$ cat config.mk
export PLATFORM = sky130hd
export DESIGN_NAME = clk_monitor
export DESIGN_NICKNAME = d
export VERILOG_FILES = /design/src/rtl/clk_monitor_pkg.sv /design/src/rtl/clk_monitor_sync_edge.sv /design/src/rtl/clk_monitor.sv
export SDC_FILE = /design/constraint.sdc
export NUM_CORES = 1
export LEC_CHECK = 0
export CORE_MARGIN = 3
export CORE_UTILIZATION = 50
export CTS_BUF_LIST = sky130_fd_sc_hd__clkbuf_4
export DETAILED_ROUTE_END_ITERATION = 12
export PLACE_DENSITY = 0.71
export SLEW_MARGIN = 20
export SYNTH_ARGS = -nofsm -noshare
export SYNTH_HDL_FRONTEND = slang
export SYNTH_HIERARCHICAL = 1
export SYNTH_SLANG_ARGS = --single-unit
$ cat constraint.sdc
create_clock -name clk -period 4.1 [get_ports clk]
set_clock_uncertainty 0.2 [all_clocks]
set_input_delay 0.82 -clock clk [delete_from_list [all_inputs] [get_ports clk]]
set_output_delay 0.82 -clock clk [all_outputs]
set_load 0.01 [all_outputs]
$ cat src/rtl/clk_monitor_pkg.sv
// -----------------------------------------------------------------------------
// clk_monitor_pkg
// Shared definitions for the clock monitor: FSM state encoding, the default
// period-counter width and the synchronizer depth.
// -----------------------------------------------------------------------------
package clk_monitor_pkg;

    typedef enum logic [1:0] {
        ST_IDLE    = 2'd0,
        ST_ARM     = 2'd1,
        ST_MEASURE = 2'd2,
        ST_LOST    = 2'd3
    } state_e;

    localparam int unsigned DEFAULT_CNT_W = 16;
    localparam int unsigned SYNC_STAGES   = 2;

endpackage

$ cat src/rtl/clk_monitor_sync_edge.sv
// -----------------------------------------------------------------------------
// clk_monitor_sync_edge
// Brings the asynchronous monitored clock into the clk domain and produces
// single-cycle rise/fall pulses. Without the filter an input transition shows
// up as a pulse 3 clk cycles later. With CLK_MONITOR_GLITCH_FILTER_EN defined,
// a synchronized level must be seen on 3 consecutive samples before it is
// accepted, giving 5 cycles of latency and rejecting pulses shorter than
// 3 cycles.
//
// Ports
//   clk     in   system clock
//   rst_n   in   asynchronous active-low reset
//   mon_in  in   monitored clock (asynchronous)
//   rise    out  one-cycle pulse on an accepted rising edge
//   fall    out  one-cycle pulse on an accepted falling edge
// -----------------------------------------------------------------------------
module clk_monitor_sync_edge
    import clk_monitor_pkg::*;
(
    input  logic clk,
    input  logic rst_n,
    input  logic mon_in,
    output logic rise,
    output logic fall
);

    logic [SYNC_STAGES-1:0] sync_q, sync_d;
    logic                   synced;
    logic                   level;
    logic                   level_prev_q, level_prev_d;
    logic                   rise_q, rise_d;
    logic                   fall_q, fall_d;

    assign synced = sync_q[SYNC_STAGES-1];

`ifdef CLK_MONITOR_GLITCH_FILTER_EN
    logic [1:0] hist_q, hist_d;

    // Accept the new level only once the current and two previous samples
    // agree; otherwise keep presenting the last accepted level.
    always_comb begin
        hist_d = {hist_q[0], synced};
        level  = level_prev_q;
        if ((synced == hist_q[0]) && (synced == hist_q[1])) begin
            level = synced;
        end
    end

    always_ff @(posedge clk or negedge rst_n) begin
        if (!rst_n) begin
            hist_q <= '0;
        end else begin
            hist_q <= hist_d;
        end
    end
`else
    assign level = synced;
`endif

    always_comb begin
        sync_d       = {sync_q[SYNC_STAGES-2:0], mon_in};
        level_prev_d = level;
        rise_d       = level & ~level_prev_q;
        fall_d       = ~level & level_prev_q;
    end

    always_ff @(posedge clk or negedge rst_n) begin
        if (!rst_n) begin
            sync_q       <= '0;
            level_prev_q <= 1'b0;
            rise_q       <= 1'b0;
            fall_q       <= 1'b0;
        end else begin
            sync_q       <= sync_d;
            level_prev_q <= level_prev_d;
            rise_q       <= rise_d;
            fall_q       <= fall_d;
        end
    end

    assign rise = rise_q;
    assign fall = fall_q;

endmodule

$ cat src/rtl/clk_monitor.sv
// -----------------------------------------------------------------------------
// clk_monitor
// Measures the rising-to-rising period of a slow monitored clock in clk
// cycles, flags periods outside [MIN_PERIOD, MAX_PERIOD] with sticky flags and
// declares the clock lost after TIMEOUT cycles without any edge.
// Optional glitch filter: define CLK_MONITOR_GLITCH_FILTER_EN.
//
// Ports
//   clk           in   system clock
//   rst_n         in   asynchronous active-low reset
//   mon_in        in   monitored clock (asynchronous, treated as data)
//   enable        in   1 = run, 0 = return to IDLE and clear counters
//   clr_flags     in   pulse, clears too_fast / too_slow
//   period        out  last measured period [CNT_W]
//   period_valid  out  one-cycle pulse when period updates
//   too_fast      out  sticky, a period below MIN_PERIOD was seen
//   too_slow      out  sticky, a period above MAX_PERIOD was seen
//   clk_lost      out  high while the monitored clock is considered lost
// -----------------------------------------------------------------------------
module clk_monitor
    import clk_monitor_pkg::*;
#(
    parameter int unsigned CNT_W      = DEFAULT_CNT_W,
    parameter int unsigned MIN_PERIOD = 4,
    parameter int unsigned MAX_PERIOD = 1000,
    parameter int unsigned TIMEOUT    = 2000
) (
    input  logic             clk,
    input  logic             rst_n,
    input  logic             mon_in,
    input  logic             enable,
    input  logic             clr_flags,
    output logic [CNT_W-1:0] period,
    output logic             period_valid,
    output logic             too_fast,
    output logic             too_slow,
    output logic             clk_lost
);

    localparam int unsigned      IDLE_W  = $clog2(TIMEOUT + 1);
    localparam logic [CNT_W-1:0] CNT_MAX = '1;
    localparam logic [CNT_W-1:0] CNT_ONE = CNT_W'(1);

    state_e             state_q, state_d;
    logic [CNT_W-1:0]   cnt_q, cnt_d;
    logic [IDLE_W-1:0]  idle_q, idle_d;
    logic [CNT_W-1:0]   period_q, period_d;
    logic               period_valid_q, period_valid_d;
    logic               too_fast_q, too_fast_d;
    logic               too_slow_q, too_slow_d;

    logic               rise, fall;
    logic [CNT_W-1:0]   cnt_inc;
    logic [IDLE_W-1:0]  idle_inc;
    logic               timeout_hit;
    logic               is_fast, is_slow;

    clk_monitor_sync_edge u_sync_edge (
        .clk    (clk),
        .rst_n  (rst_n),
        .mon_in (mon_in),
        .rise   (rise),
        .fall   (fall)
    );

    always_comb begin
        cnt_inc     = (cnt_q == CNT_MAX) ? cnt_q : cnt_q + 1'b1;
        idle_inc    = idle_q + 1'b1;
        timeout_hit = (32'(idle_q) + 32'd1) >= TIMEOUT;
        is_fast     = 32'(cnt_q) < MIN_PERIOD;
        // A saturated counter means the true period is beyond what can be
        // represented, so it is treated as too slow as well.
        is_slow     = (32'(cnt_q) > MAX_PERIOD) || (cnt_q == CNT_MAX);
    end

    always_comb begin
        state_d        = state_q;
        cnt_d          = cnt_q;
        idle_d         = idle_q;
        period_d       = period_q;
        period_valid_d = 1'b0;
        too_fast_d     = too_fast_q;
        too_slow_d     = too_slow_q;

        // Clear first so that a same-cycle set below takes priority.
        if (clr_flags) begin
            too_fast_d = 1'b0;
            too_slow_d = 1'b0;
        end

        if (!enable) begin
            state_d = ST_IDLE;
            cnt_d   = '0;
            idle_d  = '0;
        end else begin
            case (state_q)
                ST_IDLE: begin
                    state_d = ST_ARM;
                    cnt_d   = '0;
                    idle_d  = '0;
                end
                ST_ARM: begin
                    if (rise) begin
                        state_d = ST_MEASURE;
                        cnt_d   = CNT_ONE;
                        idle_d  = '0;
                    end else if (fall) begin
                        idle_d = '0;
                    end else if (timeout_hit) begin
                        state_d = ST_LOST;
                        cnt_d   = '0;
                        idle_d  = '0;
                    end else begin
                        idle_d = idle_inc;
                    end
                end
                ST_MEASURE: begin
                    if (rise) begin
                        period_d       = cnt_q;
                        period_valid_d = 1'b1;
                        if (is_fast) too_fast_d = 1'b1;
                        if (is_slow) too_slow_d = 1'b1;
                        cnt_d          = CNT_ONE;
                        idle_d         = '0;
                    end else if (fall) begin
                        cnt_d  = cnt_inc;
                        idle_d = '0;
                    end else if (timeout_hit) begin
                        state_d = ST_LOST;
                        cnt_d   = '0;
                        idle_d  = '0;
                    end else begin
                        cnt_d  = cnt_inc;
                        idle_d = idle_inc;
                    end
                end
                ST_LOST: begin
                    cnt_d  = '0;
                    idle_d = '0;
                    if (rise) state_d = ST_ARM;
                end
                default: begin
                    state_d = ST_IDLE;
                end
            endcase
        end
    end

    always_ff @(posedge clk or negedge rst_n) begin
        if (!rst_n) begin
            state_q        <= ST_IDLE;
            cnt_q          <= '0;
            idle_q         <= '0;
            period_q       <= '0;
            period_valid_q <= 1'b0;
            too_fast_q     <= 1'b0;
            too_slow_q     <= 1'b0;
        end else begin
            state_q        <= state_d;
            cnt_q          <= cnt_d;
            idle_q         <= idle_d;
            period_q       <= period_d;
            period_valid_q <= period_valid_d;
            too_fast_q     <= too_fast_d;
            too_slow_q     <= too_slow_d;
        end
    end

    assign period       = period_q;
    assign period_valid = period_valid_q;
    assign too_fast     = too_fast_q;
    assign too_slow     = too_slow_q;
    // Drops in the same cycle the recovering rising edge is seen.
    assign clk_lost     = (state_q == ST_LOST) && !rise;

endmodule

==> key figures, run 1 <==
Outcome
  • Status: finished clean

Route
  • DR iter-0 viols: 149
  • Final WL: 5.58 mm
  • DRT Pass-1 Iters: 4
  • Drt drc: 0
  • DR vias: 2192
  • DRT antenna net count: 0
  • Via/cell ratio: 5.91
  • Per-cell routed wire length: 15.0 microns

Die
  • Starting Density: 53.5%
  • Placeable core area: 5300 sq um
  • I/O Pins: 25
  • Die footprint: 6610 sq um
  • Chip height: 81.3 microns
  • Die X-Extent: 81.3 microns
  • Rows: 26

Logic synthesis
  • Cells after Synth: 283
  • Net Count, Synth: 295
  • Yosys cell types: 51
  • Ys async rst share: 100%
  • Mapped cell area: 2840 sq um
  • Most common cell in the netlist: dfrtp_1
  • Seq/Total Area, Yosys: 46.8%
  • Synth top area share: 46.8%
  • Mean area per synthesized cell: 10.0 sq um
  • Post-synth top flop: dfrtp_1
  • FF+latch count, synth: 53
  • EDFF count, synth: 0
  • Post-synth top cells: dfrtp_1 (53), nand2_1 (28), nand3_1 (15)
  • Ys Warns: 6
  • Yosys top cell by area: dfrtp_1
  • Ranking of synthesized cells by area: dfrtp_1 (47%), mux2_2 (4.8%), nand2_1 (3.7%), nor2_4 (3.2%), ha_1 (3.1%)

STA
  • # setup viols final: 0
  • Minimum clock period: 3.01 ns
  • Unrepaired setup endpoints after global routing: false
  • Final hold violations: 0
  • Worst-Margin Slew: 0.847 ns
  • Final worst setup slack: 1.09 ns
  • Tcrit/Tclk final: 73.4%
  • TNS Setup: 0 ns
  • Fmax: 0.332 GHz
  • Relative slew margins: 43.6%
  • Slew Viols, Final: 0

Global routing
  • Pin count of the biggest net entering global routing: 40
  • Overflow left after global routing: 0
  • Vias in the first global route: 2031
  • Gr usage total: 18.8%
  • First-pass GRT wire length: 9.72 mm
  • Initial antenna violation count: 0

Placement
  • Inst Count DP: 364
  • IO buf count: 24
  • Gpl congestion: 0.885
  • Dpl hpwl: 3.90 mm
  • Pre-CTS setup slack: 1.10 ns

Cells and area
  • Post-layout util: 59.5%
  • Layout Nets: 313
  • Share of cells above drive strength 1: 12.6%
  • Layout area overhead: 11.3%
  • ANT cells: 0
  • Area of the multi-input gates: 1410 sq um
  • Reg area: 1330 sq um
  • Layout Cells excl Fill: 371
  • Fillers: 465

Setup path
  • Critical Path Sink: cnt_q[8]$_DFFE_PN0P_
  • Flop-to-flop setup slack: 1.09 ns
  • Setup crit start: idle_q[0]$_DFF_PN0_
  • Critical Path AT: 3.04 ns
  • Worst reg-to-reg path cell count: 7
  • CP Launch Type: register
  • R2R Path Start: idle_q[0]$_DFF_PN0_
  • Largest fanout on the critical path: 30
  • Required @ worst endpoint: 4.13 ns
  • Reg2reg end: cnt_q[8]$_DFFE_PN0P_
  • CP Capture Type: register
  • Crit Path Category: register to register

Power
  • Total Power: 0.807 mW
  • Leakage: 1.27 nW
  • Peak VDD IR: 0.146 mV
  • Power Density: 256 nW/um^2

Clock tree
  • Worst-path clk slew: 0.14 ns
  • Root Buffer: clkbuf_4
  • Hold_buf cts: 0
  • TritonCTS clock tree: built
  • Post-cts resize count: 0
  • Clock sink count: 53
  • Num CTS Buffers: 5
  • Setup bufs post-CTS: 0
  • CTS HTree Levels: 2
  • Clock Latency Late Sink: 0.36 ns
  • Clock Tree Buf Depth: 2

Hold path
  • Worst min path class: register to register
  • Hold Crit Start: u_sync_edge/sync_q[0]$_DFF_PN0_

Flow run
  • # Max-Cap Violations: 0
[cells in the final DEF (no fill, tap or decap), types with 2 or more instances in the layout]
cell type	count
a21oi_1	8
a311oi_1	2
a31oi_1	13
a41oi_1	5
and2_1	8
and3_1	5
and4_1	3
buf_4	2
clkbuf_4	6
clkdlybuf4s50_1	23
dfrtp_1	53
ha_1	7
inv_1	10
mux2_2	12
nand2_1	28
nand2b_1	4
nand3_1	15
nand3b_1	6
nand4_1	8
nand4b_1	2
nor2_1	13
nor2_2	2
nor2_4	8
nor2b_1	4
nor4_1	5
o211ai_1	3
o21ai_0	11
o22ai_1	2
o31ai_1	2
o41ai_1	2
xnor2_1	3
xor2_1	7
[layer usage]
| metal | track usage (%) | vias to the layer above | share of wire, % |
|---|---|---|---|
| met4 | 3.72 | 0 | 0.74 |
| met5 | 0 | - | 0 |
| met1 | 27.9 | 1067 | 50 |
| met3 | 3.10 | 6 | 4.5 |
| met2 | 28.9 | 51 | 45 |
| li1 | - | 1068 | - |
[stage by stage]
step / hold slack, ns / cell area, sq um
5_1_grt: 0.174 / 3160
4_1_cts: 0.171 / 3160
2_1_floorplan: 0.131 / 2840
6_report: 0.168 / 3160
3_5_place_dp: 0.140 / 3110
3_3_place_gp: 0.136 / 3110
[registers in the layout, indices dropped and copies added, names as in the netlist]
signal	count
period_valid	1
too_fast	1
state_q	2
idle_q	11
too_slow	1
u_sync_edge/rise	1
u_sync_edge/sync_q	2
period	16
cnt_q	16
u_sync_edge/level_prev_q	1
u_sync_edge/fall	1
[power by group]
part	internal, mW	switching (mW)	total (mW)
logic	0.0166	0.0356	0.0522
registers	0.529	0.00676	0.536
clock network	0.0694	0.150	0.219
total	0.615	0.192	0.807
[cell type report]
class,instances,share of cell area (%)
Clock buffer,6,1.43
Clock inverter,1,0.119
Inverter,10,1.19
Multi-Input combinational cell,205,44.6
Sequential cell,53,42.0
Tap cell,70,2.77
Timing Repair Buffer,26,7.93
[worst min-delay path by stage]
stage,endpoint,cells past startpoint
5_1_grt,u_sync_edge/sync_q[1]$_DFF_PN0_,0
3_5_place_dp,u_sync_edge/sync_q[1]$_DFF_PN0_,0
3_3_place_gp,u_sync_edge/sync_q[1]$_DFF_PN0_,0
4_1_cts,u_sync_edge/sync_q[1]$_DFF_PN0_,0
2_1_floorplan,u_sync_edge/sync_q[1]$_DFF_PN0_,0
6_report,u_sync_edge/sync_q[1]$_DFF_PN0_,0
[critical path, stage by stage (launching register included)]
cell     delay [ns]
dfrtp_1        0.48
ha_1           0.32
a21oi_1        0.07
o311a_1        0.31
o32ai_2        0.23
a21bo_2        0.55
nand2_1        0.27
o41ai_1        0.45
[cells by family after synthesis]
| family | Yosys count | share of synthesized area (%) |
|---|---|---|
| multiplexers | 12 | 4.76 |
| buffers and inverters | 25 | 3.84 |
| AO/OA/AOI/OAI | 56 | 13.4 |
| XOR/XNOR | 10 | 3.09 |
| flip-flops | 53 | 46.8 |
| adder cells (fa/ha/maj) | 7 | 3.09 |
| AND/OR/NAND/NOR | 120 | 25.1 |
Note: power is estimated with default switching activity, not from simulation.
==> inputs of run 2 (changes only) <==
==> constraint.sdc (replaced) <==
create_clock -name clk -period 3.1 [get_ports clk]
set_clock_uncertainty 0.2 [all_clocks]
set_input_delay 0.62 -clock clk [delete_from_list [all_inputs] [get_ports clk]]
set_output_delay 0.62 -clock clk [all_outputs]
set_load 0.01 [all_outputs]
==> run 2 against run 1 <==
Via count increased by 2.9%. Power increased by 44%. Die area unchanged. Fmax increased by 9.1%. Sequential cell count unchanged. Sequential share of layout area decreased by 1.1 points. Final area increased by 2.6%. Setup slack got worse by 0.75 ns. Cell count increased by 1.6%. Clock power increased by 73%.
==> key figures, run 2 (synthesis results as in run 1) <==
Outcome
  • Status: finished clean

Global routing
  • Vias in the first global route: 2047 (+0.79%)
  • Initial antenna violation count: 0 (unchanged)
  • Overflow left after global routing: 0 (unchanged)
  • Pin count of the biggest net entering global routing: 54 (+35%)
  • First-pass GRT wire length: 9.74 mm (+0.28%)
  • Gr usage total: 19.0% (+0.28 points)

STA
  • Minimum clock period: 2.76 ns (-0.250 ns)
  • Relative slew margins: 53.3% (+9.7 points)
  • Slew Viols, Final: 0 (unchanged)
  • Tcrit/Tclk final: 89.0% (+16 points)
  • Final hold violations: 0 (unchanged)
  • # setup viols final: 0 (unchanged)
  • TNS Setup: 0 ns (unchanged)
  • Fmax: 0.362 GHz (+9.1%)
  • Worst-Margin Slew: 0.699 ns (-0.148 ns)
  • Unrepaired setup endpoints after global routing: false

Die
  • Starting Density: 53.5% (unchanged)
  • Die X-Extent: 81.3 microns (unchanged)
  • Placeable core area: 5300 sq um (unchanged)
  • Chip height: 81.3 microns (unchanged)
  • Die footprint: 6610 sq um (unchanged)
  • Rows: 26 (unchanged)
  • I/O Pins: 25 (unchanged)

Setup path
  • Critical Path AT: 2.80 ns (-0.24 ns)
  • CP Capture Type: register
  • Required @ worst endpoint: 3.14 ns (-0.99 ns)
  • CP Launch Type: register
  • Crit Path Category: register to register
  • Largest fanout on the critical path: 18 (-40%)

Power
  • Leakage: 1.31 nW (+3.5%)
  • Power Density: 358 nW/um^2 (+40%)
  • Seq pwr share: 61.1% (-5.3 points)
  • Clock power frac: 32.6% (+5.4 points)
  • Peak VDD IR: 0.194 mV (+33%)
  • Sw Pwr: 0.271 mW (+41%)
  • Power Internal: 0.888 mW (+44%)
  • Sw Ratio: 23.4% (-0.44 points)
  • Comb pwr share: 6.3% (-0.2 points)

Placement
  • IO buf count: 24 (unchanged)
  • Inst Count DP: 370 (+1.6%)
  • Gpl congestion: 0.865 (-2.2%)
  • Dpl hpwl: 3.98 mm (+2.1%)
  • Area post-placement: 3170 sq um (+1.9%)

Route
  • Final WL: 5.79 mm (+3.8%)
  • Drt drc: 0 (unchanged)
  • DRT antenna net count: 0 (unchanged)
  • DR iter-0 viols: 197 (+32%)
  • Via/cell ratio: 5.98 (+1.3%)
  • DR vias: 2256 (+2.9%)
  • Per-cell routed wire length: 15.4 microns (+2.1%)
  • DRT Pass-1 Iters: 4 (unchanged)

Clock tree
  • Clock Tree Buf Depth: 2 (unchanged)
  • Post-cts resize count: 0 (unchanged)
  • Worst-path clk slew: 0.15 ns (about the same)
  • Root Buffer: clkbuf_4
  • Clock sink count: 53 (unchanged)
  • Setup bufs post-CTS: 0 (unchanged)
  • Clock Latency Late Sink: 0.37 ns (about the same)
  • CTS HTree Levels: 2 (unchanged)
  • Hold_buf cts: 0 (unchanged)
  • Num CTS Buffers: 5 (unchanged)
  • TritonCTS clock tree: built

Cells and area
  • Commonest non-fill, non-tap cell in the layout: dfrtp_1
  • ANT cells: 0 (unchanged)
  • Share of cells above drive strength 1: 14.7% (+2.0 points)
  • Layout Cells excl Fill: 377 (+1.6%)
  • Final instance area: 3240 sq um (+2.6%)
  • Layout Nets: 319 (+1.9%)
  • Layout area overhead: 14.2%
  • Commonest cells after routing, fill and taps aside: dfrtp_1 (53), nand2_1 (28), clkdlybuf4s50_1 (23)

Hold path
  • Worst min path class: primary input to asynchronous set/reset pin

Flow run
  • # Max-Cap Violations: 0 (unchanged)
==> run 2: cell types whose count changed in the layout (fill, tap and decap cells not counted), sizes merged <==
cell / delta
bufinv: +1
buf: +6
clkbuf: -1
==> run 2: critical path, stage by stage, from the launching register on <==
cell,delay (ns)
dfrtp_1,0.48
ha_1,0.32
and2_1,0.19
a311oi_1,0.40
o32ai_2,0.18
a21bo_2,0.34
buf_4,0.23
a41oi_1,0.22
a31oi_1,0.07
==> run 2: final timing paths <==
| path | cells past startpoint | slack (ns) | start | endpoint |
|---|---|---|---|---|
| hold reg to reg | 0 | 0.17 | u_sync_edge/sync_q[0]$_DFF_PN0_ | u_sync_edge/sync_q[1]$_DFF_PN0_ |
| min in group clk | 0 | 0.17 | u_sync_edge/sync_q[0]$_DFF_PN0_ | u_sync_edge/sync_q[1]$_DFF_PN0_ |
| setup reg to reg | 8 | 0.34 | idle_q[0]$_DFF_PN0_ | cnt_q[2]$_DFFE_PN0P_ |
| setup / recovery | 8 | 0.34 | idle_q[0]$_DFF_PN0_ | cnt_q[2]$_DFFE_PN0P_ |
| max in group asynchronous | 2 | 2.45 | rst_n | idle_q[0]$_DFF_PN0_ |
| hold / removal | 2 | 0.02 | rst_n | cnt_q[10]$_DFFE_PN0P_ |
==> run 2: power by group through the flow <==
stage / combinational [mW] / sequential [mW] / clock, mW
5_1_grt: 0.0825 / 0.710 / 0.404
4_1_cts: 0.0736 / 0.708 / 0.385
3_3_place_gp: 0.0724 / 0.721 / 0
6_report: 0.0726 / 0.709 / 0.378
3_5_place_dp: 0.0732 / 0.722 / 0
2_1_floorplan: 0.0424 / 0.719 / 0
==> run 2: layer usage <==
layer / wire length (microns) / vias to the layer above / global-route usage (%)
li1: - / 1080 / -
met1: 2830 / 1089 / 28.8
met2: 2430 / 77 / 26.7
met3: 438 / 10 / 4.32
met4: 95 / 0 / 6.42
met5: 0 / - / 0
==> run 2: area by class of cell <==
class	count	area [sq um]
clock inverter	2	35.0
fill	451	2060
sequential	53	1330
tap	70	87.6
multi-input combinational	205	1410
timing repair buffer	32	308
clock buffer	5	37.5
inverter	10	37.5
==> run 2: stage by stage <==
stage / hold WS, ns / utilization (%) / setup slack (ns) / power, mW
2_1_floorplan: 0.124 / - / 0.725 / 0.762
3_3_place_gp: 0.136 / 59.7 / 0.478 / 0.794
3_5_place_dp: 0.140 / 59.7 / 0.429 / 0.795
4_1_cts: 0.0271 / 61.1 / 0.402 / 1.17
5_1_grt: 0.0262 / 61.1 / 0.210 / 1.20
6_report: 0.0223 / 61.1 / 0.341 / 1.16
==> inputs of run 3 (changes only) <==
--- a/config.mk
+++ b/config.mk
@@ -5,11 +5,14 @@
 export SDC_FILE = /design/constraint.sdc
 export NUM_CORES = 1
 export LEC_CHECK = 0
+export CELL_PAD_IN_SITES_DETAIL_PLACEMENT = 0
+export CELL_PAD_IN_SITES_GLOBAL_PLACEMENT = 1
 export CORE_MARGIN = 3
-export CORE_UTILIZATION = 50
+export CORE_UTILIZATION = 47
 export CTS_BUF_LIST = sky130_fd_sc_hd__clkbuf_4
 export DETAILED_ROUTE_END_ITERATION = 12
-export PLACE_DENSITY = 0.71
+export PLACE_DENSITY = 0.82
+export SETUP_SLACK_MARGIN = 0.2
 export SLEW_MARGIN = 20
 export SYNTH_ARGS = -nofsm -noshare
 export SYNTH_HDL_FRONTEND = slang
==> run 3 against run 2 <==
Via count is 1.7% lower. Global-route usage is 0.54 points lower. Clock power is 27% higher. Utilization is 3.6 points lower. Register-to-register slack better by 0.11 ns. Power is 8.9% higher. Combinational power hardly changed. Cell count is 0.80% higher. Die area is 5.9% higher. Sequential cell count stayed put. Non-clock buffer count stayed put. Sequential power hardly changed. Critical path type unchanged. Critical endpoint is now cnt_q[8]$_DFFE_PN0P_. Largest power group unchanged.
==> key figures, run 3 (synthesis results as in run 1) <==
Clock tree
  • CTS HTree Levels: 2 (unchanged)
  • Clock sink count: 53 (unchanged)
  • Num CTS Buffers: 5 (unchanged)
  • Worst-path clk slew: 0.16 ns (about the same)
  • Clock Latency Late Sink: 0.38 ns (about the same)
  • Root Buffer: clkbuf_4
  • TritonCTS clock tree: built
  • Clock Tree Buf Depth: 2 (unchanged)

Global routing
  • GR peak layer: met2
  • Vias in the first global route: 2185 (+6.7%)
  • Met1 Usage GRT: 26.2% (-2.5 points)
  • Gr usage total: 18.5% (-0.54 points)
  • M3 GR Usage: 3.85% (-0.47 points)
  • Pin count of the biggest net entering global routing: 36 (-33%)
  • Initial antenna violation count: 0 (unchanged)
  • First-pass GRT wire length: 10.7 mm (+9.9%)
  • Overflow left after global routing: 0 (unchanged)
  • Grt met2 use: 27.9% (+1.2 points)

Die
  • Starting Density: 50.0% (-3.5 points)
  • I/O Pins: 25 (unchanged)
  • Rows: 27 (+3.8%)
  • Chip height: 83.7 microns (+2.9%)
  • Die footprint: 7000 sq um (+5.9%)
  • Die X-Extent: 83.7 microns (+2.9%)
  • Placeable core area: 5680 sq um (+7.0%)

STA
  • Slew Viols, Final: 0 (unchanged)
  • Tcrit/Tclk final: 85.6% (-3.4 points)
  • Fmax: 0.377 GHz (+4.0%)
  • # setup viols final: 0 (unchanged)
  • Final hold violations: 0 (unchanged)
  • Relative slew margins: 69.8% (+17 points)
  • TNS Setup: 0 ns (unchanged)
  • Worst-Margin Slew: 0.453 ns (-0.246 ns)
  • Minimum clock period: 2.65 ns (-0.105 ns)
  • Unrepaired setup endpoints after global routing: false

Route
  • DR iter-0 viols: 149 (-24%)
  • Final WL: 5.97 mm (+3.2%)
  • Per-cell routed wire length: 15.7 microns (+2.3%)
  • Drt drc: 0 (unchanged)
  • DRT antenna net count: 0 (unchanged)
  • Via/cell ratio: 5.83 (-2.5%)
  • DRT Pass-1 Iters: 4 (unchanged)
  • DR vias: 2217 (-1.7%)

Cells and area
  • Share of cells above drive strength 1: 14.9% (+0.28 points)
  • Final instance area: 3260 sq um (+0.77%)
  • Layout Nets: 319 (unchanged)
  • Fillers: 515 (+14%)
  • Commonest non-fill, non-tap cell in the layout: dfrtp_1
  • Post-layout util: 57.5% (-3.6 points)
  • ANT cells: 0 (unchanged)
  • Commonest cells after routing, fill and taps aside: dfrtp_1 (53), nand2_1 (27), clkdlybuf4s50_1 (23)
  • Layout Cells excl Fill: 380 (+0.80%)
  • Layout area overhead: 15.0%

Placement
  • Area post-placement: 3150 sq um (-0.55%)
  • Inst Count DP: 371 (+0.27%)
  • Gpl congestion: 0.841 (-2.8%)
  • Dpl hpwl: 4.09 mm (+2.6%)
  • IO buf count: 24 (unchanged)

Setup path
  • CP max stage cell: dfrtp_1
  • Flop-to-flop setup slack: 0.45 ns (+0.11 ns)
  • Worst path cell trace: ha_1 -> a21oi_1 -> o311a_1 -> o32ai_2 -> a21bo_2 -> nand2_1 -> o41ai_1
  • Critical Path AT: 2.73 ns (-0.07 ns)
  • CP Launch Type: register
  • Reg2reg end: cnt_q[8]$_DFFE_PN0P_
  • Required @ worst endpoint: 3.18 ns (+0.04 ns)
  • Worst reg-to-reg path cell count: 7 (-1)
  • Max stage delay on crit path: 0.49 ns (about the same)
  • Crit Path Category: register to register
  • CP Capture Type: register
  • Largest fanout on the critical path: 15 (-3)
  • R2R Path Start: idle_q[0]$_DFF_PN0_

Hold path
  • Hold depth: 0
  • Hold Crit Start: u_sync_edge/sync_q[0]$_DFF_PN0_
  • Worst min path class: register to register
  • Min-Delay Endpoint: u_sync_edge/sync_q[1]$_DFF_PN0_

Power
  • Leakage: 1.32 nW (+0.75%)
  • Peak VDD IR: 0.200 mV (+3.3%)
  • Power Density: 387 nW/um^2 (+8.0%)

Outcome
  • Status: finished clean

Flow run
  • # Max-Cap Violations: 0 (unchanged)
[run 3: critical path: cells and delay by family, from the launching register on]
family                     cells  cell delay (ns)
AOI/OAI and AO/OA              5             1.31
adders and majority gates      1             0.33
DFF                            1             0.49
and+or+nand+nor                1             0.22
[run 3: how the worst max path moves through the flow]
| stage | slack [ns] | cells past startpoint | to | startpoint |
|---|---|---|---|---|
| 3_5_place_dp | 0.51 | 7 | cnt_q[1]$_DFFE_PN0P_ | idle_q[0]$_DFF_PN0_ |
| 3_3_place_gp | 0.51 | 7 | cnt_q[6]$_DFFE_PN0P_ | idle_q[0]$_DFF_PN0_ |
| 6_report | 0.45 | 7 | cnt_q[8]$_DFFE_PN0P_ | idle_q[0]$_DFF_PN0_ |
| 2_1_floorplan | 0.73 | 8 | idle_q[7]$_DFF_PN0_ | idle_q[0]$_DFF_PN0_ |
| 4_1_cts | 0.46 | 7 | cnt_q[7]$_DFFE_PN0P_ | idle_q[0]$_DFF_PN0_ |
| 5_1_grt | 0.23 | 7 | cnt_q[10]$_DFFE_PN0P_ | idle_q[0]$_DFF_PN0_ |
[run 3: what timing repair did]
item,in CTS,in global routing
hold buffers,1,0
endpoints found under the setup margin,0,1
gates resized for setup,0,1
setup buffers,0,0
endpoints found under the hold margin,18,0
[run 3: routing by layer]
metal / wire (microns) / vias up
met5: 0 / -
met4: 121 / 0
met3: 241 / 12
met2: 2700 / 51
met1: 2910 / 1079
li1: - / 1075
[run 3: report_power, final]
| part | leakage, nW | switching [mW] | internal, mW |
|---|---|---|---|
| clock | 0.0552 | 0.230 | 0.250 |
| sequential | 0.729 | 0.00936 | 0.700 |
| combinational | 0.537 | 0.0497 | 0.0232 |
| total | 1.32 | 0.289 | 0.973 |
[run 3: cell type report]
class,count,area [sq um],area share (%)
clock inverters,3,65.1,1.99
flip-flops and latches,53,1330,40.6
multi-input cells,205,1410,43.2
repair buffers,32,298,9.13
clock buffers,5,37.5,1.15
well taps,72,90.1,2.76
inverters,10,37.5,1.15
[run 3: per-stage QoR]
step,worst slack (ns),hold slack (ns),power [mW]
3_3_place_gp,0.508,0.133,0.793
5_1_grt,0.226,0.189,1.32
6_report,0.446,0.173,1.26
4_1_cts,0.457,0.181,1.28
2_1_floorplan,0.725,0.124,0.762
3_5_place_dp,0.508,0.146,0.795
